<file path="config.mk">
export PLATFORM = sky130hd
export DESIGN_NAME = pipe_hazard_ctrl
export DESIGN_NICKNAME = d
export VERILOG_FILES = /design/src/rtl/pipe_hazard_ctrl.sv
export SDC_FILE = /design/constraint.sdc
export NUM_CORES = 1
export LEC_CHECK = 0
export ABC_AREA = 0
export CELL_PAD_IN_SITES_DETAIL_PLACEMENT = 2
export CELL_PAD_IN_SITES_GLOBAL_PLACEMENT = 2
export CORE_MARGIN = 5
export CORE_UTILIZATION = 22
export DETAILED_ROUTE_END_ITERATION = 7
export PLACE_DENSITY = 0.85
export SYNTH_ARGS = -nofsm -noshare
export SYNTH_HDL_FRONTEND = slang
export SYNTH_SLANG_ARGS = --single-unit
</file>
<file path="constraint.sdc">
create_clock -name clk -period 3 [get_ports clk]
set_input_delay 0.9 -clock clk [delete_from_list [all_inputs] [get_ports clk]]
set_output_delay 0.9 -clock clk [all_outputs]
set_load 0.01 [all_outputs]
</file>
<file path="src/rtl/pipe_hazard_ctrl.sv">
// Hazard controller for the 4-stage flintRV pipeline: EXEC operand forwarding,
// load-use/branch handling, mul/div interlock FSM and data-memory wait watchdog.
module pipe_hazard_ctrl #(
  parameter int REGW        = 5,
  parameter int MD_LAT      = 32,
  parameter int MEM_TIMEOUT = 63,
  parameter int CNTW        = 6
) (
  input  logic            clk,
  input  logic            rst,
  input  logic [REGW-1:0] EXEC_rs1,
  input  logic [REGW-1:0] EXEC_rs2,
  input  logic [REGW-1:0] MEM_rd,
  input  logic [REGW-1:0] WB_rd,
  input  logic            MEM_rd_reg_write,
  input  logic            WB_rd_reg_write,
  input  logic            FETCH_valid,
  input  logic [REGW-1:0] FETCH_rs1,
  input  logic [REGW-1:0] FETCH_rs2,
  input  logic [REGW-1:0] EXEC_rd,
  input  logic            EXEC_mem2reg,
  input  logic            EXEC_muldiv,
  input  logic            MEM_req,
  input  logic            MEM_valid,
  input  logic            BRA,
  input  logic            JMP,
  output logic [1:0]      FWD_rs1,
  output logic [1:0]      FWD_rs2,
  output logic            FETCH_stall,
  output logic            EXEC_stall,
  output logic            EXEC_flush,
  output logic            MEM_flush,
  output logic            MD_start,
  output logic            MD_busy,
  output logic            MEM_err
);

  typedef enum logic [1:0] {IDLE, BUSY, DONE} state_t;

  state_t          state_q, state_d;
  logic [CNTW-1:0] cnt_q, cnt_d;
  logic [CNTW-1:0] wcnt_q, wcnt_d;
  logic            err_q, err_d;
  logic            md_start;
  logic            mem_wait, md_hold, lu, br;

  // MEM result is younger than WB, so it wins when both match.
  function automatic logic [1:0] fwd_sel(input logic [REGW-1:0] rs,
                                         input logic [REGW-1:0] mem_rd,
                                         input logic            mem_we,
                                         input logic [REGW-1:0] wb_rd,
                                         input logic            wb_we);
    logic [1:0] sel;
    sel = 2'b00;
    if (mem_we && (mem_rd != '0) && (mem_rd == rs))
      sel = 2'b10;
    else if (wb_we && (wb_rd != '0) && (wb_rd == rs))
      sel = 2'b01;
    return sel;
  endfunction

  assign FWD_rs1 = fwd_sel(EXEC_rs1, MEM_rd, MEM_rd_reg_write, WB_rd, WB_rd_reg_write);
  assign FWD_rs2 = fwd_sel(EXEC_rs2, MEM_rd, MEM_rd_reg_write, WB_rd, WB_rd_reg_write);

  assign mem_wait = MEM_req & ~MEM_valid;
  assign md_hold  = ((state_q == IDLE) & EXEC_muldiv) | (state_q == BUSY);
  assign lu       = FETCH_valid & EXEC_mem2reg & (EXEC_rd != '0) &
                    ((FETCH_rs1 == EXEC_rd) | (FETCH_rs2 == EXEC_rd));
  assign br       = (BRA | JMP) & ~mem_wait & ~md_hold;

  always_comb begin
    FETCH_stall = 1'b0;
    EXEC_stall  = 1'b0;
    EXEC_flush  = 1'b0;
    MEM_flush   = 1'b0;
    if (mem_wait) begin
      FETCH_stall = 1'b1;
      EXEC_stall  = 1'b1;
    end else if (md_hold) begin
      FETCH_stall = 1'b1;
      EXEC_stall  = 1'b1;
      MEM_flush   = 1'b1;
    end else if (br) begin
      EXEC_flush  = 1'b1;
    end else if (lu) begin
      FETCH_stall = 1'b1;
      EXEC_flush  = 1'b1;
    end
  end

  // The mul/div unit keeps counting through a memory wait; only the DONE exit waits for it.
  always_comb begin
    state_d  = state_q;
    cnt_d    = cnt_q;
    md_start = 1'b0;
    case (state_q)
      IDLE: begin
        if (EXEC_muldiv && !mem_wait) begin
          state_d  = BUSY;
          cnt_d    = CNTW'(MD_LAT - 1);
          md_start = 1'b1;
        end
      end
      BUSY: begin
        cnt_d = cnt_q - CNTW'(1);
        if (cnt_q == CNTW'(1))
          state_d = DONE;
      end
      DONE: begin
        if (!mem_wait)
          state_d = IDLE;
      end
      default: state_d = IDLE;
    endcase
  end

  always_comb begin
    wcnt_d = '0;
    if (mem_wait)
      wcnt_d = (wcnt_q == CNTW'(MEM_TIMEOUT)) ? wcnt_q : wcnt_q + CNTW'(1);
    err_d = err_q | (mem_wait & (wcnt_q == CNTW'(MEM_TIMEOUT)));
  end

  always_ff @(posedge clk or posedge rst) begin
    if (rst) begin
      state_q <= IDLE;
      cnt_q   <= '0;
      wcnt_q  <= '0;
      err_q   <= 1'b0;
    end else begin
      state_q <= state_d;
      cnt_q   <= cnt_d;
      wcnt_q  <= wcnt_d;
      err_q   <= err_d;
    end
  end

  // Start pulse is suppressed while reset is held so the unit never launches from reset.
  assign MD_start = md_start & ~rst;
  assign MD_busy  = (state_q != IDLE);
  assign MEM_err  = err_q;

endmodule
</file>
# Word-level counts from Yosys, hierarchy flattened
# Index checks and enable logic that the tools add are counted.
# classes
eq_ne	14
mux	24
n_reduce_logical	16
addsub	2
bitwise_logic	17
# op_table
cell	n
5-bit equality test	6
6-bit 2-to-1 mux	3
5-bit nonzero test	3
1-bit 2-to-1 mux	14
6-bit case mux with 2 select lines	1
2-bit 2-to-1 mux	5
1-bit bitwise AND	9
1-bit logical AND	7
6-bit by 1-bit adder with 6-bit output (second input constant)	1
6-bit by 1-bit equality test with 1-bit output (second input constant)	1
6-bit equality test (second input constant)	1
2-bit case mux with 3 select lines	1
6-bit by 1-bit subtractor with 6-bit output (second input constant)	1
2-bit by 1-bit inequality test with 1-bit output (second input constant)	2
2-bit inequality test (second input constant)	2
1-bit NOT	4
1-bit OR	4
2-bit nonzero test	2
3-bit AND reduction	1
2-bit by 1-bit equality test with 1-bit output (second input constant)	1
2-bit equality test (second input constant)	1
2-bit zero test	1
2-bit AND reduction	1
1-bit zero test	1
# word_totals
out_inout_bits	11
register_bits	15
wordCells	77
in_bits	46

# Depth between registers and ports, before layout
# Gate-level depths: netlist of the first run.
# logic_depth
word_depth	8
mapped_depth	6
mapped_depth_nobuf	5

# Worst setup path after synthesis of the first run
# No wires, ideal clock.
# synth_timing
path_kind	input to output
from	input MEM_rd[0]
to	output FWD_rs1[0]
setup_slack_ns	0.073
n_path_buf	0
t_arrival_ns	2.027
required_ns	2.100
cell_stages	4
cell_sequence	or4_4 -> o21ai_2 -> nor4_1 -> nor4_2
# synth_via
elab_chain_len	4
elab_cells_between_ends	5
classes_between	eq/ne: 1; mux: 1; reduce/logical: 3
# synth_lines
element	line	source
from (decl)	13	input logic [REGW-1:0] MEM_rd,
5-bit nonzero test	55	if (mem_we && (mem_rd != '0) && (mem_rd == rs))
1-bit logical AND	55	
1-bit logical AND *	55	
2-bit 2-to-1 mux *	55	
to (decl)	27	output logic [1:0] FWD_rs1,
# Every way passes the cells marked *; elsewhere a longest branch is shown, timed or not.

# Final worst setup path of the first run
# layout_timing
from	input MEM_rd[1]
to	output FWD_rs1[0]
# Same word-level chain as after synthesis.

==> metrics.yaml, run 1 <==
setup_path:
  crit_arrival_ns: 2.23
  critPathMaxStageDelay_ns: 0.54
  start_kind: "input port"
  end_kind: "output port"
  setup.worst_path.start: "MEM_rd[1]"
  cpMaxStageDelayCell: "or4_4"
  rr_worst_depth: 5
  r2r_setup_slack_ns: 1.54
  cp_top_family: "simple AND/OR/NAND/NOR gates"
  crit_fanout: 2
  timing.rr.start: "wcnt_q[0]$_DFFE_PP0N_"
  critical_path.cell_chain: "buf_6 > or4_4 > o21ai_4 > nor4_4 > nor4_2 > buf_2"
  worstPathRequired_ns: 2.10
  critPathKind: "input port to output port"
  timing.rr.end: "wcnt_q[1]$_DFFE_PP0N_"
  cp_num_buf_inv: 2
floorplanning:
  die_area_um2: 6869
  num_rows: 26
  die_w_um: 82.88
  start_util: 0.2274
  coreArea_um2: 5140
  chipHeight_um: 82.88
  io_pins: 57
hold_path:
  whs_path_depth: 1
  hp-class: "flip-flop to flip-flop"
  hp-start: "MEM_err$_DFF_PP0_"
  holdPathEnd: "MEM_err$_DFF_PP0_"
detailed_routing:
  drc: 0
  routed_wirelength_um: 4990
  first_pass_iters: 3
  post_drt_wl_per_cell_um: 17.15
  viasPerCell: 4.512
  first_iter_violations: 19
  vias: 1313
  drtAntennaViolNets: 0
synth:
  async_flop_share: 1.000
  ys.warnings.count: 0
  netlist.top_cell.by_area: "dfrtp_1"
  syn_inst: 133
  syn-cell-area_um2: 1169
  synth_common_cells: "xor2_1, dfrtp_1, nor2_1"
  synth_area_leaders: "dfrtp_1, xor2_1, xnor2_1, nor2_1, ha_1"
  yosysMostFrequentCell: "xor2_1"
  ys_seq_area_frac: 0.3212
  avgSynthCellArea_um2: 8.787
  yosys.area.top_type_share: 0.3212
  synthesis.nets: 182
  yosysUniqueCellTypes: 33
  ys.flop_type: "dfrtp_1"
  synth-edff-count: 0
  synth_seq_cells: 15
timing:
  timing.final.ws_setup_ns: -0.1307
  max_freq_mhz: 319.4
  final.setup.tns_ns: -0.3102
  max_slew.worst_pin.slew_ns: 0.5583
  finalHoldViolations: 0
  slew_headroom: 0.6274
  fin_skew_ns: 0.0009225
  fin_crit_sh: 1.044
  finalSetupViolations: 3
  rsz0062_at_grt: "yes"
  slew_violations: 0
  period_needed_ns: 3.131
placement:
  port_buffers: 56
  pre_cts_ws_ns: -0.9631
  gp_congestion: 0.7480
  place_hpwl_um: 3921
pwr:
  switching_share: 0.2806
  peakVddDrop_mv: 0.2550
  p_int_w: 0.0003890
  p_comb_frac: 0.313
  total_power_w: 0.0005407
  p_per_area_nw_per_um2: 254.0
  p_seq_frac: 0.381
  p_clk_frac: 0.306
  p_leak_nw: 0.9777
  p_switching_w: 0.0001517
global_routing:
  grt_pass1_vias: 1624
  grt_max_degree: 16
  antenna_found_initial: 1
  grt_use_total: 0.1467
  grt.overflow.total: 0
  grt_pass1_wl_um: 8176
clocking:
  clk_latency_ns: 0.25
  cts_max_path_buffers: 2
  cts_hold_buf: 0
  cts_made_buffers: 3
  cts_tree: "done"
  htree_num_levels: 1
  clk_pin_slew_ns: 0.06
  clock-sinks: 15
  cts_root_buf: "clkbuf_8"
cells_and_area:
  drive_gt1_frac: 0.3364
  final_net_count: 270
  areaGrowthSynthToFinish_pct: 82.12
status:
  failed_checks: "negative setup slack"
  status: "finished, violations left"
job:
  cap_violations: 0
layout make-up:
cell class	instances	area, µm²
antenna	1	2.502
clock buffer	3	41.29
clock inverter	1	5.005
fill	603	3012
inverter	5	18.77
multi-input combinational	111	868.3
sequential	15	375.4
tap	70	87.58
timing repair buffer	85	729.5
worst max path at each step:
| stage | depth (start not counted) | endpoint | slack [ns] |
|---|---|---|---|
| 2_1_floorplan | 4 | FWD_rs1[0] | 0.07 |
| 3_3_place_gp | 6 | FWD_rs1[0] | -0.85 |
| 3_5_place_dp | 6 | FWD_rs1[0] | -0.96 |
| 4_1_cts | 6 | FWD_rs1[0] | -0.18 |
| 5_1_grt | 5 | FWD_rs1[0] | -0.18 |
| 6_report | 6 | FWD_rs1[0] | -0.13 |
logic make-up (layout without fill, tap and decap cells):
| group | after synthesis | count (layout) | synth area share |
|---|---|---|---|
| and+or+nand+nor | 52 | 52 | 0.2505 |
| xor gates and xnor gates | 34 | 34 | 0.2548 |
| AOI/OAI and AO/OA | 21 | 21 | 0.1103 |
| DFF | 15 | 15 | 0.3212 |
| buffers and inverters | 7 | 94 | 0.02249 |
| adders and majority gates | 3 | 3 | 0.03212 |
| muxes | 1 | 1 | 0.008566 |
| other | 0 | 1 | 0 |
routing by layer:
layer	track usage	vias up	share of wire	wire [µm]
met5	0	-	0	0
met4	0.04309	0	0.021	107
met3	0.02277	9	0.026	130
met2	0.2981	25	0.59	2948
met1	0.1507	640	0.36	1803
li1	-	639	-	-
cell usage in the layout (no fill, tap or decap), drive strengths merged, types with 2 or more instances in the layout:
| master | count |
|---|---|
| buf | 44 |
| xor2 | 25 |
| dlygate4sd2 | 16 |
| dfrtp | 15 |
| nor2 | 14 |
| clkdlybuf4s15 | 11 |
| clkdlybuf4s50 | 9 |
| xnor2 | 9 |
| o21ai | 9 |
| and3 | 5 |
| inv | 5 |
| nor3 | 5 |
| nand3 | 5 |
| clkbuf | 5 |
| nor4 | 5 |
| nand2 | 4 |
| a31oi | 4 |
| or4 | 4 |
| ha | 3 |
| dlymetal6s2s | 3 |
| nor2b | 2 |
| a21oi | 2 |
| o21bai | 2 |
| nand4 | 2 |
| nand2b | 2 |
flip-flops by register name, summed over array words and instances, names as in the netlist:
name,flops
state_q,2
MEM_err,1
cnt_q,6
wcnt_q,6
through the flow:
stage	std cells	area [µm²]	utilization	hold WS [ns]
5_1_grt	291	2128	0.4141	0.5358
6_report	291	2128	0.4141	0.4835
3_5_place_dp	280	1982	0.3856	0.4695
3_3_place_gp	280	1982	0.3856	0.4591
4_1_cts	289	2093	0.4073	0.4831
2_1_floorplan	133	1169	-	0.4780
repair_timing:
action / 4_1_cts / 5_1_grt
endpoints found under the setup margin: 9 / 7
pin swaps: 18 / 8
setup buffers: 5 / 1
endpoints found under the hold margin: 0 / 0
resized for setup: 125 / 13
power groups by stage:
stage	Clock [W]	Combinational [W]	Sequential (W)
final	0.000165	0.000169	0.000206
after global routing	0.000181	0.000183	0.000206
after CTS	0.000171	0.000165	0.000206
after detailed placement	0	0.000160	0.000210
after global placement	0	0.000153	0.000209
after floorplan	0	0.0000472	0.000209
(Power assumes the default switching activity.)
==> run 2: changes to the inputs <==
--- a/config.mk
+++ b/config.mk
@@ -8,9 +8,11 @@
 export ABC_AREA = 0
 export CELL_PAD_IN_SITES_DETAIL_PLACEMENT = 2
 export CELL_PAD_IN_SITES_GLOBAL_PLACEMENT = 2
+export CORE_ASPECT_RATIO = 0.7
 export CORE_MARGIN = 5
 export CORE_UTILIZATION = 22
 export DETAILED_ROUTE_END_ITERATION = 7
+export GPL_TIMING_DRIVEN = 1
 export PLACE_DENSITY = 0.85
 export SYNTH_ARGS = -nofsm -noshare
 export SYNTH_HDL_FRONTEND = slang
==> run 2 against run 1 <==
Net effect: the run still ends with negative setup slack left; clock power barely moved; wire length increased by 12%; worst hold slack better by 0.0057 ns; register-to-register slack worse by 0.02 ns; clock-buffer cell count increased by 1; flip-flop and latch count unchanged; design area rose by 3.1%; die area up 0.35%; utilization increased by 0.75 points.
==> metrics.yaml, run 2 (synthesis results as in run 1) <==
placement:
  pre_cts_ws_ns: -0.9843  # was -0.9631 ns
  gp_congestion: 0.8199  # was 0.7480
  place_hpwl_um: 4194  # was 3921 µm
  port_buffers: 56  # unchanged
detailed_routing:
  first_pass_iters: 4  # was 3
  dr_wl_met2_um: 2919  # was 2948 µm
  wl_met1_um: 2426  # was 1803 µm
  drc: 0  # unchanged
  first_iter_violations: 28  # was 19
  viasPerCell: 4.547  # was 4.512
  post_drt_wl_per_cell_um: 19.39  # was 17.15 µm
  wl_met3_um: 181  # was 130 µm
  topRoutingLayerUsed: "met4"  # unchanged
  drtAntennaViolNets: 0  # unchanged
  vias: 1305  # was 1313
  routed_wirelength_um: 5566  # was 4990 µm
timing:
  max_freq_mhz: 316.3  # was 319.4 MHz
  slew_violations: 0  # unchanged
  max_slew.worst_pin.slew_ns: 0.5789  # was 0.5583 ns
  timing.final.ws_setup_ns: -0.1611  # was -0.1307 ns
  fin_crit_sh: 1.054  # was 1.044
  slew_headroom: 0.6136  # was 0.6274
  period_needed_ns: 3.161  # was 3.131 ns
  rsz0062_at_grt: "yes"  # unchanged
  finalSetupViolations: 2  # was 3
  fin_skew_ns: 0.002770  # was 0.0009225 ns
  finalHoldViolations: 0  # unchanged
clocking:
  cts_root_buf: "clkbuf_8"  # unchanged
  clk_latency_ns: 0.25  # about the same
  htree_num_levels: 1  # unchanged
  cts_made_buffers: 3  # unchanged
  cts_tree: "done"  # unchanged
  cts_max_path_buffers: 2  # unchanged
  cts_hold_buf: 0  # unchanged
  clk_pin_slew_ns: 0.06  # about the same
  clock-sinks: 15  # unchanged
cells_and_area:
  areaGrowthSynthToFinish_pct: 87.69  # was 82.12%
  reg.largest.list: "cnt_q (6), wcnt_q (6), state_q (2)"  # unchanged
  drive_gt1_frac: 0.3721  # was 0.3364
  fill_cells: 575  # was 603
  final_net_count: 265  # was 270
  diodes: 0  # was 1
  layout_common_cells: "xor2_1, buf_4, dfrtp_1, nor2_1, buf_6"  # was buf_4, xor2_1, dlygate4sd2_1, dfrtp_1, nor2_1
  final_common_cell: "xor2_1"  # was buf_4
job:
  cap_violations: 0  # unchanged
setup_path:
  cp_top_family: "simple AND/OR/NAND/NOR gates"  # unchanged
  worstPathRequired_ns: 2.10  # about the same
  cpMaxStageDelayCell: "or4_4"  # unchanged
  crit_fanout: 2  # unchanged
  cp_num_buf_inv: 3  # was 2
  crit_arrival_ns: 2.26  # was 2.23 ns
  start_kind: "input port"  # unchanged
  critPathKind: "input port to output port"  # unchanged
  critical_path.cell_chain: "buf_6 > buf_6 > xor2_2 > or4_4 > nor4_4 > buf_2"  # was buf_6 > or4_4 > o21ai_4 > nor4_4 > nor4_2 > buf_2
  path_common_cell: "buf_6"
  end_kind: "output port"  # unchanged
  critPathMaxStageDelay_ns: 0.55  # was 0.54 ns
floorplanning:
  start_util: 0.2246  # was 0.2274
  die_area_um2: 6893  # was 6869 µm²
  io_pins: 57  # unchanged
  coreArea_um2: 5202  # was 5140 µm²
  die_w_um: 97.11  # was 82.88 µm
  num_rows: 22  # was 26
  chipHeight_um: 70.98  # was 82.88 µm
status:
  status: "finished, violations left"  # unchanged
  failed_checks: "negative setup slack"  # unchanged
pwr:
  p_leak_nw: 1.040  # was 0.9777 nW
  total_power_w: 0.0005628  # was 0.0005407 W
  peakVddDrop_mv: 0.1986  # was 0.2550 mV
  p_per_area_nw_per_um2: 256.6  # was 254.0 nW/µm²
hold_path:
  hp-class: "flip-flop to flip-flop"  # unchanged
global_routing:
  grt_pass1_wl_um: 8776  # was 8176 µm
  antenna_found_initial: 0  # was 1
  grt_pass1_vias: 1579  # was 1624
  grt_use_total: 0.1632  # was 0.1467
  grt_max_degree: 16  # unchanged
  grt.overflow.total: 0  # unchanged
[run 2: area by class of cell]
class / count / area, µm² / area share
Inverter: 5 / 18.77 / 0.008557
Timing Repair Buffer: 80 / 706.9 / 0.3223
Tap cell: 72 / 90.09 / 0.04107
Sequential cell: 15 / 375.4 / 0.1711
Multi-Input combinational cell: 111 / 957.2 / 0.4364
Clock buffer: 4 / 45.04 / 0.02054
[run 2: worst paths after layout]
path                                        from                     to  slack [ns]  cells after the start
min in group asynchronous                    rst   cnt_q[4]$_DFFE_PP0P_        1.04                      2
max                                     WB_rd[1]             FWD_rs2[0]       -0.16                      6
max reg2reg                wcnt_q[0]$_DFFE_PP0N_  wcnt_q[0]$_DFFE_PP0N_        1.52                      5
max in group asynchronous                    rst  wcnt_q[2]$_DFFE_PP0N_        1.58                      2
min                            MEM_err$_DFF_PP0_      MEM_err$_DFF_PP0_        0.49                      1
min reg2reg                    MEM_err$_DFF_PP0_      MEM_err$_DFF_PP0_        0.49                      1
[run 2: power by group]
part	switching (W)	total [W]	leakage, nW	internal [W]
combinational	0.0000880	0.000190	0.831	0.000102
clock	0.0000729	0.000167	0.0228	0.0000941
sequential	0.00000168	0.000206	0.187	0.000204
total	0.000163	0.000563	1.04	0.000400
[run 2: repair_timing]
item	CTS	global route
setup endpoints to repair	9	7
pin swaps	22	12
gates resized for setup	129	33
buffers inserted	5	1
[run 2: through the flow]
| stage | setup TNS [ns] | hold slack (ns) | util | cells | instance area, µm² |
|---|---|---|---|---|---|
| floorplan | 0 | 0.4780 | - | 133 | 1169 |
| detailed placement | -5.559 | 0.4783 | 0.3742 | 277 | 1947 |
| global placement | -5.063 | 0.4635 | 0.3742 | 277 | 1947 |
| finish | -0.2996 | 0.4892 | 0.4216 | 287 | 2193 |
| global route | -0.4043 | 0.5314 | 0.4216 | 287 | 2193 |
| CTS | -0.2804 | 0.4923 | 0.4093 | 286 | 2130 |
[run 2: metal layers]
metal	up-vias	track usage
met1	643	0.1893
met2	30	0.3157
met4	0	0.03271
met3	4	0.02857
li1	628	-
met5	-	0
==> run 3: changes to the inputs <==
--- a/config.mk
+++ b/config.mk
@@ -13,7 +13,7 @@
 export CORE_UTILIZATION = 22
 export DETAILED_ROUTE_END_ITERATION = 7
 export GPL_TIMING_DRIVEN = 1
-export PLACE_DENSITY = 0.85
+export PLACE_DENSITY_LB_ADDON = 0.1
 export SYNTH_ARGS = -nofsm -noshare
 export SYNTH_HDL_FRONTEND = slang
 export SYNTH_SLANG_ARGS = --single-unit
==> run 3 against run 2 <==
Net effect: critical path depth is the same; clock skew is 0.0014 ns lower; sequential share of layout area grew 0.85 points; fmax is 1.4% higher; utilization is 2.0 points lower; wire length shrank 10%; total power decreased by 2.2%; clock power up 4%; the run still ends with negative setup slack left; combinational power shrank 10%; non-clock buffer count rose by 1.
==> metrics.yaml, run 3 (synthesis results as in run 1) <==
clocking:
  cts_made_buffers: 3  # unchanged
  cts_hold_buf: 0  # unchanged
  htree_num_levels: 1  # unchanged
  cts_root_buf: "clkbuf_8"  # unchanged
  cts_tree: "done"  # unchanged
  clk_latency_ns: 0.25  # about the same
  clock-sinks: 15  # unchanged
  clk_pin_slew_ns: 0.07  # was 0.06 ns
  cts_max_path_buffers: 2  # unchanged
setup_path:
  cpMaxStageDelayCell: "or4_4"  # unchanged
  critPathMaxStageDelay_ns: 0.54  # was 0.55 ns
  path_common_cell: "nor4_4"  # was buf_6
  cp_top_family: "simple AND/OR/NAND/NOR gates"  # unchanged
  critPathKind: "input port to output port"  # unchanged
  cp_num_buf_inv: 2  # was 3
  r2r_setup_slack_ns: 1.52  # about the same
  crit_arrival_ns: 2.22  # was 2.26 ns
  critical_path.cell_chain: "buf_6 > or4_4 > o21ai_4 > nor4_4 > nor4_4 > buf_2"  # was buf_6 > buf_6 > xor2_2 > or4_4 > nor4_4 > buf_2
  crit_fanout: 2  # unchanged
  worstPathRequired_ns: 2.10  # about the same
  end_kind: "output port"  # unchanged
  start_kind: "input port"  # unchanged
detailed_routing:
  post_drt_wl_per_cell_um: 17.36  # was 19.39 µm
  vias: 1312  # was 1305
  drtAntennaViolNets: 0  # unchanged
  drc: 0  # unchanged
  viasPerCell: 4.556  # was 4.547
  first_iter_violations: 8  # was 28
  first_pass_iters: 3  # was 4
  routed_wirelength_um: 5000  # was 5566 µm
floorplanning:
  num_rows: 22  # unchanged
  io_pins: 57  # unchanged
  coreArea_um2: 5202  # unchanged
  start_util: 0.2246  # unchanged
  die_w_um: 97.11  # unchanged
  chipHeight_um: 70.98  # unchanged
  die_area_um2: 6893  # unchanged
job:
  cap_violations: 0  # unchanged
pwr:
  p_per_area_nw_per_um2: 263.3  # was 256.6 nW/µm²
  peakVddDrop_mv: 0.2323  # was 0.1986 mV
  p_leak_nw: 1.009  # was 1.040 nW
cells_and_area:
  diodes: 0  # unchanged
  final_common_cell: "xor2_1"  # unchanged
  reg.largest.list: "cnt_q (6), wcnt_q (6), state_q (2)"  # unchanged
  fin_util: 0.4016  # was 0.4216
  final_net_count: 266  # was 265
  areaGrowthSynthToFinish_pct: 78.80  # was 87.69%
  layout_common_cells: "xor2_1, buf_4, buf_2, dfrtp_1, dlygate4sd2_1"  # was xor2_1, buf_4, dfrtp_1, nor2_1, buf_6
  drive_gt1_frac: 0.3380  # was 0.3721
timing:
  max_freq_mhz: 320.9  # was 316.3 MHz
  finalSetupViolations: 2  # unchanged
  finalHoldViolations: 0  # unchanged
  slew_headroom: 0.5816  # was 0.6136
  period_needed_ns: 3.116  # was 3.161 ns
  timing.final.ws_setup_ns: -0.1162  # was -0.1611 ns
  fin_crit_sh: 1.039  # was 1.054
  final.setup.tns_ns: -0.2209  # was -0.2996 ns
  max_slew.worst_pin.slew_ns: 0.6269  # was 0.5789 ns
  fin_skew_ns: 0.001360  # was 0.002770 ns
  rsz0062_at_grt: "yes"  # unchanged
  slew_violations: 0  # unchanged
global_routing:
  grt_pass1_wl_um: 8073  # was 8776 µm
  grt_max_degree: 16  # unchanged
  antenna_found_initial: 0  # unchanged
  grt_pass1_vias: 1530  # was 1579
  grt.overflow.total: 0  # unchanged
  grt_use_total: 0.1461  # was 0.1632
status:
  status: "finished, violations left"  # unchanged
  failed_checks: "negative setup slack"  # unchanged
hold_path:
  hp-class: "flip-flop to flip-flop"  # unchanged
placement:
  port_buffers: 56  # unchanged
  gp_congestion: 0.8706  # was 0.8199
  place_hpwl_um: 4115  # was 4194 µm
-- run 3: cell count changes in the layout (fill, tap and decap cells not counted), sizes merged --
| cell | previous run | this run |
|---|---|---|
| dlygate4sd2 | 11 | 15 |
| clkdlybuf4s15 | 3 | 0 |
| buf | 41 | 43 |
| clkbuf | 10 | 8 |
| dlymetal6s2s | 10 | 8 |
| clkdlybuf4s50 | 9 | 10 |
| clkinv | 0 | 1 |
-- run 3: stage by stage --
stage / total power [W] / setup slack, ns / instances / cell area [µm²] / hold slack, ns
2_1_floorplan: 0.0002566 / 0.07298 / 133 / 1169 / 0.4780
4_1_cts: 0.0005562 / -0.1435 / 287 / 2048 / 0.4936
5_1_grt: 0.0005794 / -0.1564 / 288 / 2090 / 0.4979
3_3_place_gp: 0.0003646 / -0.8673 / 282 / 1984 / 0.4662
3_5_place_dp: 0.0003711 / -0.9454 / 282 / 1984 / 0.4733
6_report: 0.0005502 / -0.1162 / 288 / 2090 / 0.4811
-- run 3: per-layer routing --
| layer | global-route usage | wire length (µm) |
|---|---|---|
| met5 | 0 | 0 |
| met4 | 0.05140 | 75 |
| met3 | 0.02365 | 161 |
| met2 | 0.2446 | 2363 |
| met1 | 0.1914 | 2400 |
-- run 3: final timing paths --
path,from,endpoint,depth (start not counted)
min in group asynchronous,rst,state_q[0]$_DFFE_PP0P_,2
setup reg to reg,cnt_q[0]$_DFFE_PP0P_,cnt_q[5]$_DFFE_PP0P_,4
hold reg to reg,MEM_err$_DFF_PP0_,MEM_err$_DFF_PP0_,1
max in group asynchronous,rst,cnt_q[1]$_DFFE_PP0P_,2
setup / recovery,MEM_rd[0],FWD_rs2[0],6
hold / removal,MEM_err$_DFF_PP0_,MEM_err$_DFF_PP0_,1
-- run 3: layout make-up --
type	instances	area (µm²)
timing repair buffer	81	661.9
tap	72	90.09
sequential	15	375.4
fill	593	3113
clock buffer	3	41.29
clock inverter	1	5.005
inverter	5	18.77
multi-input combinational	111	897.1
-- run 3: what timing repair did --
item                       4_1_cts  5_1_grt
buffers inserted                 1        2
setup endpoints to repair        9        7
pin swaps                       17       12
gates cloned                     0        0
gates resized for setup        119       20
-- run 3: report_power, final --
| group | total (W) | switching (W) | leakage, nW | internal [W] |
|---|---|---|---|---|
| registers | 0.000206 | 0.00000144 | 0.187 | 0.000204 |
| logic | 0.000171 | 0.0000790 | 0.797 | 0.0000919 |
| clock network | 0.000174 | 0.0000814 | 0.0255 | 0.0000923 |
